## src/rtl/decoder_scan_ctrl_pkg.sv

```systemverilog
// Shared types and helpers for the decoder select-code scanner.
// The index search honours an optional skip mask (all zeros when SCAN_SKIP_MASK_EN is off).
package decoder_scan_pkg;

    localparam int SEL_W_DEFAULT   = 4;
    localparam int DWELL_W_DEFAULT = 8;
    localparam int N_IDX           = 1 << SEL_W_DEFAULT;

    typedef logic [SEL_W_DEFAULT-1:0] idx_t;

    typedef enum logic {
        IDLE = 1'b0,
        RUN  = 1'b1
    } state_e;

    typedef struct packed {
        logic found;
        idx_t idx;
    } idx_res_t;

    // Walk forward from from_idx (wrapping modulo N_IDX) up to and including
    // last_idx; return the first index whose mask bit is clear.
    function automatic idx_res_t next_index(
        input idx_t             from_idx,
        input idx_t             last_idx,
        input logic [N_IDX-1:0] mask
    );
        idx_res_t res;
        idx_t     idx;
        logic     stop;
        // NOTE: blocking assignments here -- this is combinational evaluation;
        // only clocked processes use non-blocking (<=) updates.
        res  = '0;
        idx  = from_idx;
        stop = 1'b0;
        for (int i = 0; i < N_IDX; i++) begin
            if (!stop) begin
                if (!mask[idx]) begin
                    res.found = 1'b1;
                    res.idx   = idx;
                    stop      = 1'b1;
                end else if (idx == last_idx) begin
                    stop = 1'b1;
                end else begin
                    idx = idx + 1'b1;
                end
            end
        end
        return res;
    endfunction

endpackage

```

## src/rtl/decoder_scan_ctrl_if.sv

```systemverilog
// Control/status bundle between a scan requester (master) and decoder_scan_ctrl (slave).
// Skip_Mask exists only when SCAN_SKIP_MASK_EN is defined.
interface decoder_scan_ctrl_if #(
    parameter int SEL_W   = decoder_scan_pkg::SEL_W_DEFAULT,
    parameter int DWELL_W = decoder_scan_pkg::DWELL_W_DEFAULT
);

    logic               Start;
    logic               Stop;
    logic               Continuous;
    logic [SEL_W-1:0]   First;
    logic [SEL_W-1:0]   Last;
    logic [DWELL_W-1:0] Dwell;
    logic [SEL_W-1:0]   Sel;
    logic               Sel_Valid;
    logic               Step;
    logic               Busy;
    logic               Done;

`ifdef SCAN_SKIP_MASK_EN
    logic [(1 << SEL_W)-1:0] Skip_Mask;

    modport master (
        output Start, Stop, Continuous, First, Last, Dwell, Skip_Mask,
        input  Sel, Sel_Valid, Step, Busy, Done
    );

    modport slave (
        input  Start, Stop, Continuous, First, Last, Dwell, Skip_Mask,
        output Sel, Sel_Valid, Step, Busy, Done
    );
`else
    modport master (
        output Start, Stop, Continuous, First, Last, Dwell,
        input  Sel, Sel_Valid, Step, Busy, Done
    );

    modport slave (
        input  Start, Stop, Continuous, First, Last, Dwell,
        output Sel, Sel_Valid, Step, Busy, Done
    );
`endif

endinterface

```

## src/rtl/decoder_scan_ctrl_dwell.sv

```systemverilog
// Dwell timer: latches the dwell length at scan start and flags the last
// cycle of each index's hold period.
module scan_dwell_timer #(
    parameter int DWELL_W = decoder_scan_pkg::DWELL_W_DEFAULT
) (
    input  logic               clk,
    input  logic               rst_n,
    input  logic               load,
    input  logic               clear,
    input  logic               run,
    input  logic [DWELL_W-1:0] dwell,
    output logic               expire
);

    logic [DWELL_W-1:0] cnt_q, cnt_d;
    logic [DWELL_W-1:0] dwell_q, dwell_d;

    assign expire = (cnt_q == dwell_q);

    always_comb begin
        // NOTE: every signal driven here gets a default first so no latch is inferred.
        cnt_d   = cnt_q;
        dwell_d = dwell_q;
        if (load) begin
            cnt_d   = '0;
            dwell_d = dwell;
        end else if (clear) begin
            cnt_d = '0;
        end else if (run) begin
            cnt_d = expire ? '0 : cnt_q + 1'b1;
        end
    end

    always_ff @(posedge clk or negedge rst_n) begin
        if (!rst_n) begin
            cnt_q   <= '0;
            dwell_q <= '0;
        end else begin
            cnt_q   <= cnt_d;
            dwell_q <= dwell_d;
        end
    end

endmodule

```

## src/rtl/decoder_scan_ctrl.sv

```systemverilog
// Select-code sequencer feeding the 4-to-16 decoder: scans First..Last with a dwell per index.
// Optional macro SCAN_SKIP_MASK_EN adds a per-index skip mask latched at Start.
module decoder_scan_ctrl
    import decoder_scan_pkg::*;
#(
    parameter int SEL_W   = SEL_W_DEFAULT,
    parameter int DWELL_W = DWELL_W_DEFAULT
) (
    input  logic                Clk,
    input  logic                Rst_n,
    decoder_scan_ctrl_if.slave  bus
);

    localparam int N_SEL = 1 << SEL_W;

    state_e           state_q, state_d;
    logic [SEL_W-1:0] sel_q, sel_d;
    logic [SEL_W-1:0] first_q, first_d;
    logic [SEL_W-1:0] last_q, last_d;
    logic             cont_q, cont_d;
    logic             valid_q, valid_d;
    logic             step_q, step_d;
    logic             busy_q, busy_d;
    logic             done_q, done_d;
    logic [N_SEL-1:0] mask_in, mask_q;
    logic [SEL_W-1:0] sel_inc;
    idx_res_t         load_res, adv_res, wrap_res;
    logic             tmr_load, tmr_clear, tmr_run, tmr_expire;

`ifdef SCAN_SKIP_MASK_EN
    logic [N_SEL-1:0] mask_d;
    assign mask_in = bus.Skip_Mask;
`else
    assign mask_in = '0;
    assign mask_q  = '0;
`endif

    // Candidate indices for a fresh load, a forward advance, and a continuous restart.
    assign sel_inc  = sel_q + 1'b1;
    assign load_res = next_index(bus.First, bus.Last, mask_in);
    assign adv_res  = next_index(sel_inc, last_q, mask_q);
    assign wrap_res = next_index(first_q, last_q, mask_q);

    scan_dwell_timer #(.DWELL_W(DWELL_W)) u_timer (
        .clk    (Clk),
        .rst_n  (Rst_n),
        .load   (tmr_load),
        .clear  (tmr_clear),
        .run    (tmr_run),
        .dwell  (bus.Dwell),
        .expire (tmr_expire)
    );

    always_comb begin
        state_d   = state_q;
        sel_d     = sel_q;
        first_d   = first_q;
        last_d    = last_q;
        cont_d    = cont_q;
        valid_d   = valid_q;
        busy_d    = busy_q;
        step_d    = 1'b0;
        done_d    = 1'b0;
        tmr_load  = 1'b0;
        tmr_clear = 1'b0;
        tmr_run   = 1'b0;
`ifdef SCAN_SKIP_MASK_EN
        mask_d    = mask_q;
`endif
        unique case (state_q)
            IDLE: begin
                if (bus.Start && !bus.Stop) begin
                    first_d = bus.First;
                    last_d  = bus.Last;
                    cont_d  = bus.Continuous;
`ifdef SCAN_SKIP_MASK_EN
                    mask_d  = mask_in;
`endif
                    // A fully masked range completes at once without ever asserting Sel_Valid.
                    if (load_res.found) begin
                        sel_d    = load_res.idx;
                        valid_d  = 1'b1;
                        busy_d   = 1'b1;
                        step_d   = 1'b1;
                        tmr_load = 1'b1;
                        state_d  = RUN;
                    end else begin
                        done_d = 1'b1;
                    end
                end
            end
            RUN: begin
                if (bus.Stop) begin
                    valid_d   = 1'b0;
                    busy_d    = 1'b0;
                    tmr_clear = 1'b1;
                    state_d   = IDLE;
                end else begin
                    tmr_run = 1'b1;
                    if (tmr_expire) begin
                        if ((sel_q != last_q) && adv_res.found) begin
                            sel_d  = adv_res.idx;
                            step_d = 1'b1;
                        end else if (cont_q && wrap_res.found) begin
                            sel_d  = wrap_res.idx;
                            step_d = 1'b1;
                        end else begin
                            valid_d = 1'b0;
                            busy_d  = 1'b0;
                            done_d  = 1'b1;
                            state_d = IDLE;
                        end
                    end
                end
            end
            default: state_d = IDLE;
        endcase
    end

    // NOTE: clocked state is updated with non-blocking (<=) assignments only.
    always_ff @(posedge Clk or negedge Rst_n) begin
        if (!Rst_n) begin
            state_q <= IDLE;
            sel_q   <= '0;
            first_q <= '0;
            last_q  <= '0;
            cont_q  <= 1'b0;
            valid_q <= 1'b0;
            step_q  <= 1'b0;
            busy_q  <= 1'b0;
            done_q  <= 1'b0;
        end else begin
            state_q <= state_d;
            sel_q   <= sel_d;
            first_q <= first_d;
            last_q  <= last_d;
            cont_q  <= cont_d;
            valid_q <= valid_d;
            step_q  <= step_d;
            busy_q  <= busy_d;
            done_q  <= done_d;
        end
    end

`ifdef SCAN_SKIP_MASK_EN
    always_ff @(posedge Clk or negedge Rst_n) begin
        if (!Rst_n) begin
            mask_q <= '0;
        end else begin
            mask_q <= mask_d;
        end
    end
`endif

    assign bus.Sel       = sel_q;
    assign bus.Sel_Valid = valid_q;
    assign bus.Step      = step_q;
    assign bus.Busy      = busy_q;
    assign bus.Done      = done_q;

endmodule

```

## src/flat_wrapper.sv

```systemverilog
// flat-port wrapper written by rule: the top's interface ports become plain ports
module decoder_scan_ctrl_flat import decoder_scan_pkg::*;
#(
    parameter int SEL_W   = SEL_W_DEFAULT,
    parameter int DWELL_W = DWELL_W_DEFAULT
)
  (Clk, Rst_n, bus_Start, bus_Stop, bus_Continuous, bus_First, bus_Last, bus_Dwell, bus_Sel, bus_Sel_Valid, bus_Step, bus_Busy, bus_Done);
  decoder_scan_ctrl_if #(.SEL_W(SEL_W), .DWELL_W(DWELL_W)) bus_i ();
  input  logic Clk;
  input  logic Rst_n;
  input wire logic [$bits(bus_i.Start)-1:0] bus_Start;
  input wire logic [$bits(bus_i.Stop)-1:0] bus_Stop;
  input wire logic [$bits(bus_i.Continuous)-1:0] bus_Continuous;
  input wire logic [$bits(bus_i.First)-1:0] bus_First;
  input wire logic [$bits(bus_i.Last)-1:0] bus_Last;
  input wire logic [$bits(bus_i.Dwell)-1:0] bus_Dwell;
  output wire logic [$bits(bus_i.Sel)-1:0] bus_Sel;
  output wire logic [$bits(bus_i.Sel_Valid)-1:0] bus_Sel_Valid;
  output wire logic [$bits(bus_i.Step)-1:0] bus_Step;
  output wire logic [$bits(bus_i.Busy)-1:0] bus_Busy;
  output wire logic [$bits(bus_i.Done)-1:0] bus_Done;
  assign bus_i.Start = bus_Start;
  assign bus_i.Stop = bus_Stop;
  assign bus_i.Continuous = bus_Continuous;
  assign bus_i.First = bus_First;
  assign bus_i.Last = bus_Last;
  assign bus_i.Dwell = bus_Dwell;
  assign bus_Sel = bus_i.Sel;
  assign bus_Sel_Valid = bus_i.Sel_Valid;
  assign bus_Step = bus_i.Step;
  assign bus_Busy = bus_i.Busy;
  assign bus_Done = bus_i.Done;
  decoder_scan_ctrl #(.SEL_W(SEL_W), .DWELL_W(DWELL_W)) u_core (.Clk(Clk), .Rst_n(Rst_n), .bus(bus_i));
endmodule
```

## config.mk

```make
export PLATFORM = sky130hd
export DESIGN_NAME = decoder_scan_ctrl_flat
export DESIGN_NICKNAME = d
export VERILOG_FILES = /design/src/rtl/decoder_scan_ctrl_pkg.sv /design/src/rtl/decoder_scan_ctrl_if.sv /design/src/rtl/decoder_scan_ctrl_dwell.sv /design/src/rtl/decoder_scan_ctrl.sv /design/src/flat_wrapper.sv
export SDC_FILE = /design/constraint.sdc
export NUM_CORES = 1
export LEC_CHECK = 0
export BUFFER_PORTS_ARGS = -buffer_cell sky130_fd_sc_hd__buf_2
export CAP_MARGIN = 30
export CORE_MARGIN = 1.5
export CORE_UTILIZATION = 32
export DETAILED_ROUTE_END_ITERATION = 12
export MAX_ROUTING_LAYER = met4
export PLACE_DENSITY = 0.51
export SKIP_LAST_GASP = 1
export SYNTH_ARGS = -nofsm -noshare
export SYNTH_HDL_FRONTEND = slang
export SYNTH_SLANG_ARGS = --single-unit
```

## constraint.sdc

```tcl
create_clock -name Clk -period 1.8 [get_ports Clk]
set_input_delay 0.36 -clock Clk [delete_from_list [all_inputs] [get_ports Clk]]
set_output_delay 0.36 -clock Clk [all_outputs]
set_load 0.01 [all_outputs]
```

==> results of run 1 <==
## cells by family (layout without fill, tap and decap cells)
group                      count (synthesis)  count (layout)  share of synthesized area, %
xor gates and xnor gates                  16              16                          8.40
adders and majority gates                  2               2                          1.50
buffers and inverters                      5              61                          1.42
DFF                                       33              33                          49.5
muxes                                     26              26                          18.4
and+or+nand+nor                           34              34                          12.3
AOI/OAI and AO/OA                         21              21                          8.55
## power by group
part           switching, mW  internal, mW
Combinational          0.373         0.499
Sequential             0.130         0.889
Clock                  0.266         0.345
Total                  0.769          1.73
## final cells by class
cell class	instances	area (um2)	share of cell area [%]
Inverter	1	3.75	0.171
Multi-Input combinational cell	99	847	38.7
Tap cell	70	87.6	4.00
Timing Repair Buffer	52	324	14.8
Clock inverter	1	5.00	0.228
Clock buffer	7	96.3	4.40
Sequential cell	33	827	37.7
## final timing paths
check                             startpoint                         to  cells after the start
max in group asynchronous              Rst_n          u_core.bus.Sel[0]                      2
min in group Clk                bus_Dwell[7]  u_core.u_timer.dwell_q[7]                      2
setup / recovery           u_core.bus.Sel[1]          u_core.bus.Sel[2]                      5
hold / removal                         Rst_n          u_core.first_q[0]                      2
setup reg to reg           u_core.bus.Sel[1]          u_core.bus.Sel[2]                      5
hold reg to reg            u_core.first_q[2]          u_core.first_q[2]                      1
## cell usage after synthesis, drive strengths merged
library cell,instances
a21o,1
a211oi,2
clkbuf,1
xor2,10
buf,3
nand3,4
nand2b,2
nor3,1
nand2,11
dfrtp,33
o31ai,1
mux2i,1
a22o,3
and3,3
ha,2
nor3b,1
a31oi,2
o21ai,8
nor2,7
mux2,25
nand4,1
a21oi,4
nor4,2
inv,1
xnor2,6
and4,1
nand3b,1
## cell usage in the layout (no fill, tap or decap), drive strengths merged, types with 2 or more instances in the layout
master / synthesis / layout
buf: 3 / 52
dfrtp: 33 / 33
mux2: 25 / 25
nand2: 11 / 11
xor2: 10 / 10
o21ai: 8 / 8
nor2: 7 / 7
clkbuf: 1 / 7
xnor2: 6 / 6
a21oi: 4 / 4
nand3: 4 / 4
a22o: 3 / 3
and3: 3 / 3
nor4: 2 / 2
nand2b: 2 / 2
a31oi: 2 / 2
a211oi: 2 / 2
ha: 2 / 2
## layer usage
metal	share of wire [%]	track usage [%]	up-vias	wire length, um
met3	3.2	3.61	4	118
met4	1.5	5.36	0	55
met5	0	-	-	0
li1	-	-	594	-
met2	48	22.6	24	1750
met1	47	19.6	602	1720
## through the flow
stage                     setup slack [ps]  power (mW)
after floorplan                      -33.0        1.55
after global placement               -14.8        1.84
after detailed placement             -44.1        1.88
after CTS                            -23.6        2.52
after global routing                 -86.2        2.66
final                                -31.7        2.50
## sequential cells by signal, indices dropped and copies added (netlist names)
register and count:
u_core.bus.Done 1, u_core.bus.Sel 4, u_core.bus.Sel_Valid 1, u_core.bus.Step 1
u_core.cont_q 1, u_core.first_q 4, u_core.last_q 4, u_core.state_q 1
u_core.u_timer.cnt_q 8, u_core.u_timer.dwell_q 8
## worst register-to-register path, stage by stage (launching register included)
cell	delay, ps
dfrtp_1	430
xnor2_1	220
nand4_1	220
mux2_2	320
mux2_2	270
mux2_4	260
## repair_timing
action                                  4_1_cts  5_1_grt
pin swaps                                     2        0
setup buffers                                 1        1
gates resized for setup                       2        1
hold buffers                                  0        0
endpoints found under the setup margin        4        6
==> run summary, run 1 <==
# IOs: 29
worst rel slew slack: 70.8%
P_leak: 1.03 nW
gr usage total: 15.0%
final cell count without fillers: 263
Area Overhead vs Synth: 31.3%
final slew viol count: 0
clock buffer count from CTS: 5
H-Tree Level Count: 2
CP max stage delay: 430 ps
port buffer count: 28
Worst Path Required: 1970 ps
Netlist Area Pre-Place: 1670 um2
initial DRC count: 51
Final period util: 102%
CTS tree: built
Util after Layout: 43.2%
Worst Clk Skew: 7.50 ps
#FFs+latches synth: 33
hpwl dp: 2670 um
placed insts: 253
synth unique cells: 32
fillers: 498
crit start category: flip-flop
outcome: finished, violations left
WL final: 3640 um
PD cells: 1140 nW/um2
Die Footprint: 5660 um2
number of global-route vias before repair: 1,209
unrepaired setup endpoints after global routing: true
first-pass GRT wire length: 6040 um
Clock Pin Slew Worst Setup and Hold Paths: 70 ps
post-synth top area share: 49.5%
Remaining Overflow, GRT: 0
sequence of cells on the critical path: xnor2_1 > nand4_1 > mux2_2 > mux2_2 > mux2_4
crit-path leading delay family: multiplexers
post-route cell area: 2190 um2
Post-DRT Antenna Nets: 0
Max VDD drop: 0.379 mV
hold slack final: 94.4 ps
setup TNS: -51.8 ps
Finish-stage setup viols: 3
FMAX: 546 MHz
cell row count: 26
CORE AREA: 5070 um2
dominant cells by area after synthesis: dfrtp_1, mux2_2, xor2_1
failing checks: negative setup slack
Worst Tran Pin Value: 438 ps
CP Capture Type: flip-flop
Syn Nets: 160
Remaining DRCs: 0
WL per Instance: 13.8 um
largest net degree at the start of global routing: 34
setup slack after layout: -31.7 ps
YS warnings: 0
clock sinks: 33
vias per cell: 4.65
first-pass iteration count of the detailed router: 4
clk buf depth: 2
Die Wd: 75.2 um
Skew-Pair Late Insertion Delay: 280 ps
nets: 215
routability congestion estimate: 0.887
Seq/Total Area, Yosys: 49.5%
layout cell share with drive strength beyond 1: 49.2%
antenna fix cells: 0
die height: 75.2 um
critical path class: reg2reg
Worst EP arrival: 2000 ps
area post-placement: 2060 um2
Max-cap violations: 0
crit-path max FO: 4
hold crit path type: in2async
Top cell by count, worst path: mux2_2
Synth Instances: 137
crit path max-delay cell type: dfrtp_1
vias after detailed routing: 1,224
biggest area consumer among synthesized cells: dfrtp_1
initial core utilization: 32.9%
Bufs and invs on worst path: 0
Final Hold Vio Count: 0
R2R setup slack: -30 ps
fin crit period: 1830 ps
Mean Syn Cell Area: 12.2 um2
Root Buffer: clkbuf_8
initial antenna violation count: 0
No activity file was read; power rests on OpenSTA's default activity.
==> inputs of run 2 (changes only) <==
- ABC_AREA: default -> 1
==> run summary, run 2 <==
cell row count: 26
count leader, synth: nand2_1
largest net degree at the start of global routing: 34
critical path class: reg2reg
initial DRC count: 65
hold crit path type: in2async
initial core utilization: 34.0%
#FFs+latches synth: 33
hpwl dp: 2710 um
Worst Tran Pin Value: 369 ps
die height: 77.6 um
Syn Nets: 252
top flop regs: u_core.u_timer.cnt_q: 8 flops, u_core.u_timer.dwell_q: 8 flops
Final period util: 87.5%
crit path max-delay cell type: dfrtp_1
gr usage total: 14.9%
Remaining DRCs: 0
clock sinks: 33
Remaining Overflow, GRT: 0
unrepaired setup endpoints after global routing: false
crit-path max FO: 14
asr flop ratio synth: 100%
hold buffers post-CTS: 0
WL final: 3750 um
vias per cell: 4.33
layout cell share with drive strength beyond 1: 23.8%
Die Footprint: 6030 um2
H-Tree Level Count: 2
clk buf depth: 2
FMAX: 635 MHz
Max-cap violations: 0
Top cell by count, worst path: inv_2
crit start category: flip-flop
P_leak: 1.11 nW
clock buffer count from CTS: 5
fin crit period: 1580 ps
CTS tree: built
antenna fix cells: 0
fillers: 567
final slew viol count: 0
Worst EP arrival: 1780 ps
vias after detailed routing: 1,451
Die Wd: 77.6 um
Worst Clk Skew: 7.34 ps
post-route cell area: 2130 um2
Clock Pin Slew Worst Setup and Hold Paths: 70 ps
PD cells: 1050 nW/um2
Area Overhead vs Synth: 19.6%
first-pass iteration count of the detailed router: 4
first-pass GRT wire length: 6710 um
Post-DRT Antenna Nets: 0
synth unique cells: 26
routability congestion estimate: 0.747
biggest area consumer among synthesized cells: dfrtp_1
Skew-Pair Late Insertion Delay: 290 ps
YS warnings: 0
Post-CTS Setup Repair Bufs: 0
initial antenna violation count: 0
Mean Syn Cell Area: 7.79 um2
nets: 287
WL per Instance: 11.2 um
port buffer count: 28
Root Buffer: clkbuf_8
area post-placement: 2030 um2
Synth Instances: 229
setup TNS: 0 ps
Seq/Total Area, Yosys: 46.3%
Netlist Area Pre-Place: 1780 um2
CP max stage delay: 480 ps
dominant cells by area after synthesis: dfrtp_1, nand2_1, inv_1
Main synth FF type: dfrtp_1
worst rel slew slack: 75.4%
most common cell after layout, fill and taps aside: nand2_1
cts repair resizes: 0
Worst Path Required: 2010 ps
number of global-route vias before repair: 1,399
sequence of cells on the critical path: inv_2 > nand3_4 > inv_2 > buf_4 > nor2_1 > a21oi_1
Max VDD drop: 0.394 mV
outcome: completed
CP Capture Type: flip-flop
Final Hold Vio Count: 0
post-synth top area share: 46.3%
EDFF count, synth: 0
CORE AREA: 5240 um2
most frequent cells in the layout: nand2_1, dfrtp_1, buf_2
# IOs: 29
Finish-stage setup viols: 0
Post-synth top cells: nand2_1, dfrtp_1, inv_1
==> run 2: cell count changes after synthesis, moves of 3 or more <==
cell,delta
xnor2_1,-4
nand2_2,+3
inv_2,+8
xor2_1,-5
mux2_2,-21
o21ai_0,+6
nand2_1,+75
nor2_4,+4
a22o_1,-3
o22ai_1,+7
a21oi_1,-3
mux2_4,-4
nand3_1,+11
inv_1,+26
==> run 2: worst paths after layout <==
kind	start	to	slack, ps	cells after the start
setup / recovery	u_core.state_q	u_core.bus.Sel_Valid	220	6
min in group Clk	bus_Continuous	u_core.cont_q	270	3
max in group asynchronous	Rst_n	u_core.first_q[3]	1610	2
setup reg to reg	u_core.state_q	u_core.bus.Sel_Valid	220	6
hold / removal	Rst_n	u_core.u_timer.dwell_q[2]	20	2
hold reg to reg	u_core.first_q[3]	u_core.first_q[3]	480	2
==> run 2: cell families after synthesis <==
logic type / share of synthesized area, %
compound gates: 7.44
xor+xnor: 3.44
fa+ha+maj: 1.40
buf+inv: 8.63
flops: 46.3
simple gates: 32.8
==> run 2: metal layers <==
metal	global-route usage (%)	wire (um)
met2	20.7	1590
met4	6.55	74
met3	3.65	126
met1	20.5	1960
met5	-	0
==> run 2: critical path: cells and delay by family, from the launching register on <==
| family | cells | cell delay, ps |
|---|---|---|
| AOI/OAI and AO/OA | 1 | 120 |
| DFF | 1 | 480 |
| buffers and inverters | 3 | 670 |
| and+or+nand+nor | 2 | 240 |
==> run 2: metrics by stage <==
stage	hold slack, ps	utilization [%]	cells	setup slack [ps]	power, mW
after floorplan	64.4	-	229	510	1.43
after global placement	334	38.8	327	240	1.62
after detailed placement	335	38.8	327	258	1.63
after CTS	14.8	40.7	335	219	2.27
after global routing	31.3	40.7	335	86.0	2.42
final	16.6	40.7	335	225	2.23
==> run 2: power breakdown <==
group          switching [mW]  internal, mW  total [mW]
registers               0.106         0.862       0.968
logic                   0.389         0.250       0.639
clock network           0.280         0.346       0.626
total                   0.775          1.46        2.23
==> run 2: area by class of cell <==
type | count | area (um2) | share of cell area, %
clock buffers | 7 | 96.3 | 4.52
clock inverters | 1 | 5.00 | 0.235
inverters | 35 | 131 | 6.16
multi-input cells | 157 | 803 | 37.7
flip-flops and latches | 33 | 826 | 38.7
well taps | 70 | 87.6 | 4.11
repair buffers | 32 | 183 | 8.57
